[src/rtl/types_pkg.sv]
// Shared operation/result types plus seven-segment glyph definitions for the display path.
// Glyphs are active-low, ordered {CG,CF,CE,CD,CC,CB,CA}.
package types_pkg;

    typedef logic [15:0] word_t;

    typedef enum logic [2:0] {
        ADD          = 3'd0,
        SUB          = 3'd1,
        MUL          = 3'd2,
        LEADING_ONES = 3'd3,
        COUNT_ONES   = 3'd4,
        RESET        = 3'd7
    } opr_mode_t;

    typedef logic [6:0] seg_t;

    localparam seg_t SEG_BLANK = 7'h7F;
    localparam seg_t SEG_DASH  = 7'h3F;
    localparam seg_t SEG_A     = 7'h08;
    localparam seg_t SEG_d     = 7'h21;
    localparam seg_t SEG_S     = 7'h12;
    localparam seg_t SEG_u     = 7'h63;
    localparam seg_t SEG_b     = 7'h03;
    localparam seg_t SEG_n     = 7'h2B;
    localparam seg_t SEG_U     = 7'h41;
    localparam seg_t SEG_L     = 7'h47;
    localparam seg_t SEG_E     = 7'h06;
    localparam seg_t SEG_C     = 7'h46;
    localparam seg_t SEG_t     = 7'h07;

    function automatic seg_t hex_to_seg(input logic [3:0] nib);
        seg_t s;
        case (nib)
            4'h0: s = 7'h40;
            4'h1: s = 7'h79;
            4'h2: s = 7'h24;
            4'h3: s = 7'h30;
            4'h4: s = 7'h19;
            4'h5: s = 7'h12;
            4'h6: s = 7'h02;
            4'h7: s = 7'h78;
            4'h8: s = 7'h00;
            4'h9: s = 7'h10;
            4'hA: s = SEG_A;
            4'hB: s = SEG_b;
            4'hC: s = SEG_C;
            4'hD: s = SEG_d;
            4'hE: s = SEG_E;
            default: s = 7'h0E;
        endcase
        return s;
    endfunction

endpackage

[src/rtl/seg_glyph_rom.sv]
// Combinational glyph selection: digits 0..3 show the snapshot value in hex,
// digits 4..7 show the operation mnemonic with digit 7 as the leftmost character.
module seg_glyph_rom
    import types_pkg::*;
#(
    parameter bit BLANK_LZ = 1'b1
) (
    input  logic [2:0] dig_idx,
    input  opr_mode_t  mode,
    input  word_t      value,
    output seg_t       seg
);

    logic [3:0][6:0] mnem;
    word_t           upper;

    always_comb begin
        mnem  = {SEG_E, SEG_E, SEG_E, SEG_E};
        upper = value >> {dig_idx[1:0], 2'b00};
        seg   = SEG_BLANK;

        // Element [3] lands on digit 7, so listing characters left to right reads naturally
        case (mode)
            ADD:          mnem = {SEG_A, SEG_d, SEG_d, SEG_BLANK};
            SUB:          mnem = {SEG_S, SEG_u, SEG_b, SEG_BLANK};
            MUL:          mnem = {SEG_n, SEG_n, SEG_U, SEG_L};
            LEADING_ONES: mnem = {SEG_L, SEG_E, SEG_A, SEG_d};
            COUNT_ONES:   mnem = {SEG_C, SEG_n, SEG_t, SEG_BLANK};
            RESET:        mnem = {SEG_DASH, SEG_DASH, SEG_DASH, SEG_DASH};
            default:      mnem = {SEG_E, SEG_E, SEG_E, SEG_E};
        endcase

        if (dig_idx[2]) begin
            seg = mnem[dig_idx[1:0]];
        end else if (BLANK_LZ && (dig_idx[1:0] != 2'd0) && (upper == '0)) begin
            seg = SEG_BLANK;
        end else begin
            seg = hex_to_seg(upper[3:0]);
        end
    end

endmodule

[src/rtl/seg_display_mux.sv]
// Time-multiplexed 8-digit common-anode driver: snapshots mode/result on UPDATE and
// scans the digits with one blanked cycle per digit slot to suppress ghosting.
module seg_display_mux
    import types_pkg::*;
#(
    parameter int REFRESH_DIV = 100_000,
    parameter bit BLANK_LZ    = 1'b1
) (
    input  logic       CLK100MHZ,
    input  logic       CPU_RESETN,
    input  opr_mode_t  SELECTOR,
    input  word_t      RESULT,
    input  logic       UPDATE,
    output logic [7:0] AN,
    output logic [6:0] SEG,
    output logic       DP
);

    localparam int CNT_W = (REFRESH_DIV > 1) ? $clog2(REFRESH_DIV) : 1;

    opr_mode_t  mode_q;
    word_t      value_q;
    logic [CNT_W-1:0] div_cnt;
    logic [2:0] dig_idx;
    seg_t       glyph;

    seg_glyph_rom #(
        .BLANK_LZ (BLANK_LZ)
    ) u_rom (
        .dig_idx (dig_idx),
        .mode    (mode_q),
        .value   (value_q),
        .seg     (glyph)
    );

    // Outputs are registered from the current scan position, so they trail it by one cycle
    always_ff @(posedge CLK100MHZ) begin
        if (!CPU_RESETN) begin
            mode_q  <= RESET;
            value_q <= '0;
            div_cnt <= '0;
            dig_idx <= '0;
            AN      <= 8'hFF;
            SEG     <= SEG_BLANK;
        end else begin
            if (UPDATE) begin
                mode_q  <= SELECTOR;
                value_q <= RESULT;
            end
            if (div_cnt == CNT_W'(REFRESH_DIV - 1)) begin
                div_cnt <= '0;
                dig_idx <= dig_idx + 3'd1;
            end else begin
                div_cnt <= div_cnt + 1'b1;
            end
            AN  <= (div_cnt == '0) ? 8'hFF : ~(8'd1 << dig_idx);
            SEG <= glyph;
        end
    end

    assign DP = 1'b1;

endmodule

[config.mk]
export PLATFORM = sky130hd
export DESIGN_NAME = seg_display_mux
export DESIGN_NICKNAME = d
export VERILOG_FILES = /design/src/rtl/types_pkg.sv /design/src/rtl/seg_glyph_rom.sv /design/src/rtl/seg_display_mux.sv
export SDC_FILE = /design/constraint.sdc
export NUM_CORES = 1
export LEC_CHECK = 0
export BUFFER_PORTS_ARGS = -buffer_cell sky130_fd_sc_hd__clkbuf_2
export CORE_MARGIN = 4
export CORE_UTILIZATION = 62
export CTS_BUF_LIST = sky130_fd_sc_hd__clkbuf_4 sky130_fd_sc_hd__clkbuf_8 sky130_fd_sc_hd__clkbuf_16
export CTS_CLUSTER_SIZE = 8
export DETAILED_ROUTE_END_ITERATION = 7
export PLACE_DENSITY = 0.95
export SYNTH_ARGS = -nofsm -noshare
export SYNTH_HDL_FRONTEND = slang
export SYNTH_SLANG_ARGS = --single-unit
[constraint.sdc]
create_clock -name CLK100MHZ -period 4.7 [get_ports CLK100MHZ]
set_input_delay 0.47 -clock CLK100MHZ [delete_from_list [all_inputs] [get_ports CLK100MHZ]]
set_output_delay 0.47 -clock CLK100MHZ [all_outputs]
set_load 0.005 [all_outputs]
==> results.json <==
{
  "ys_seq_elements": 54,
  "ant_nets": 0,
  "pwr_density_cell_mw_per_mm2": 305,
  "layout_commonest_cell": "dfxtp_1",
  "yosysSeqAreaShare": 0.380,
  "yosysWarnings": 0,
  "worst_setup_path_start_kind": "register",
  "period_minus_slack_ps": 3180,
  "required_ps": 4930,
  "hold_depth": 3,
  "vias": 2309,
  "grt-ovfl-total": 0,
  "port_buffers": 36,
  "fill_cells": 321,
  "slew_headroom": 0.550,
  "grt.total_usage": 0.225,
  "grt_pass1_vias": 2142,
  "p_switching_mw": 0.216,
  "internal_power_mw": 0.735,
  "worstHoldPathType": "in2reg",
  "seqPwrFrac": 0.519,
  "power_mw": 0.951,
  "maxCapViolCount": 0,
  "multi_input_area_mm2": 0.00160,
  "hold_viol": 0,
  "routed_wl_um": 5860,
  "core-area_mm2": 0.00438,
  "dr.pass1.iters": 4,
  "layout.nets": 370,
  "fp.dieW_um": 75.7,
  "clock_power_share": 0.380,
  "ys_dominant_reg_cell": "dfxtp_1",
  "antenna_cells": 0,
  "die_h_um": 75.7,
  "clock_latency_ps": 310,
  "start_util": 0.648,
  "syn-num-nets": 348,
  "hold_buffers": 0,
  "cts_root_buffer": "clkbuf_8",
  "cts.sinks": 54,
  "clkTransAtPathRegs_ps": 100,
  "syn_avg_cell_area_um2": 9.11,
  "ctsLongestPathBuffers": 2,
  "clock_skew_ps": 6.88,
  "hp-start": "SELECTOR[2]",
  "cts_resized": 0,
  "rsz0062_at_grt": "no",
  "antenna_found_initial": 0,
  "postCtsSetupBuffers": 0,
  "slew_viol_final": 0,
  "cp-startpoint": "dig_idx[0]$_SDFFE_PN0N_",
  "crit_type": "reg2reg",
  "final_cell_mix": "dfxtp_1 (54), clkbuf_2 (36), nor2_1 (26), nand2_1 (22), mux2i_1 (21)",
  "syn_area_mm2": 0.00284,
  "r2r_end": "SEG[5]$_SDFF_PN1_",
  "cp_data_arrival_time_ps": 3410,
  "tightest_slew_ps": 675,
  "timing.rr.start": "dig_idx[0]$_SDFFE_PN0N_",
  "routed_via_density": 5.97,
  "pin_count": 38,
  "netlist_instances": 312,
  "ys_types": 55,
  "drc": 0,
  "post-route-period-util": 0.677,
  "p_leak_nw": 1.26,
  "grt_max_degree": 30,
  "seq_area_mm2": 0.00108,
  "async_flop_share": 0,
  "fmax_mhz": 314,
  "cp_max_fo": 20,
  "cts_made_buffers": 5,
  "ff2ff_path_depth": 7,
  "synth-edff-count": 0,
  "cts_tree": "done",
  "die_area_mm2": 0.00573,
  "place_area_mm2": 0.00298,
  "post-place-ws_ps": 1610,
  "layout_setup_ws_ps": 1520,
  "r2r_setup_slack_ps": 1520,
  "timing.setup.tns_ps": 0,
  "setup_viol": 0,
  "grt_first_pass_wirelength_um": 9890,
  "peakVddDrop_uv": 190,
  "final_area_mm2": 0.00312,
  "endpoint_kind": "register",
  "routedWlPerCell_um": 15.1,
  "min_delay_worst_endpoint": "mode_q[2]$_SDFFE_PN1P_",
  "drt_iter0_markers": 316,
  "p_sw_frac": 0.227,
  "whs_ps": 378,
  "power_frac_comb": 0.101,
  "area_growth_pct": 9.78,
  "hpwl_um": 4170,
  "drive_gt1_frac": 0.155,
  "num_rows": 24,
  "htreeDepth": 2,
  "outcome": "complete, no violations",
  "gp_congestion": 0.995
}
[layout make-up]
class / count / area share
tap: 52 / 0.0209
clock buffer: 5 / 0.0221
clock inverter: 3 / 0.0221
inverter: 15 / 0.0181
timing repair buffer: 36 / 0.0578
multi-input combinational: 222 / 0.513
sequential: 54 / 0.347
[through the flow]
| stage | util | cells |
|---|---|---|
| after detailed placement | 0.680 | 379 |
| after CTS | 0.711 | 387 |
| after floorplan | - | 312 |
| final | 0.711 | 387 |
| after global routing | 0.711 | 387 |
| after global placement | 0.680 | 379 |
[worst max-delay path by stage]
stage | end | cells past startpoint
2_1_floorplan | SEG[4]$_SDFF_PN1_ | 8
3_3_place_gp | SEG[4]$_SDFF_PN1_ | 7
3_5_place_dp | SEG[5]$_SDFF_PN1_ | 7
4_1_cts | SEG[5]$_SDFF_PN1_ | 7
5_1_grt | SEG[5]$_SDFF_PN1_ | 7
6_report | SEG[5]$_SDFF_PN1_ | 7
[sequential cells by signal, summed over array words and instances (netlist names)]
name,count
dig_idx,3
mode_q,3
AN,8
value_q,16
div_cnt,17
SEG,7
[power by group through the flow]
stage               combinational (mW)  clock (mW)  sequential [mW]
detailed placement              0.0934           0            0.504
global placement                0.0907           0            0.502
global route                     0.106       0.394            0.497
CTS                             0.0947       0.370            0.493
floorplan                       0.0716           0            0.496
finish                          0.0959       0.362            0.494
[per-layer routing]
layer	vias to the layer above	global-route usage	wire, um
li1	1141	-	-
met1	1054	0.296	2580
met2	92	0.352	2720
met3	22	0.0607	408
met4	0	0.0913	148
met5	-	0	0
[critical path, stage by stage (launching register included)]
cell and delay [ps]:
dfxtp_1 750, mux4_1 760, inv_1 170, ha_1 220, or4b_2 590, a21oi_1 190
a21oi_1 190, a31oi_1 240
[kinds of logic after synthesis]
logic type,Yosys count,share of synthesized area
AOI/OAI and AO/OA,48,0.120
buffers and inverters,36,0.0568
DFF,54,0.380
xor gates and xnor gates,14,0.0432
adders and majority gates,14,0.0616
other,1,0.00132
and+or+nand+nor,118,0.219
muxes,27,0.118
[cell usage after synthesis, types with 4 or more instances]
cell type,instances,area (um^2)
dfxtp_1,54,1080
o21a_1,4,30.0
ha_1,14,175
nand2_1,22,82.6
nand3_1,10,50.1
o21ai_0,9,45.0
nor3_1,7,35.0
nor4_1,7,43.8
a21oi_1,6,30.0
mux2i_1,21,210
nand4_1,8,50.1
xor2_1,4,35.0
nor2b_1,17,106
a31oi_1,5,31.3
xnor2_1,10,87.6
clkbuf_1,14,52.6
or3_1,5,31.3
inv_1,15,56.3
nor2_1,26,97.6
Note: power is estimated with default switching activity, not from simulation.
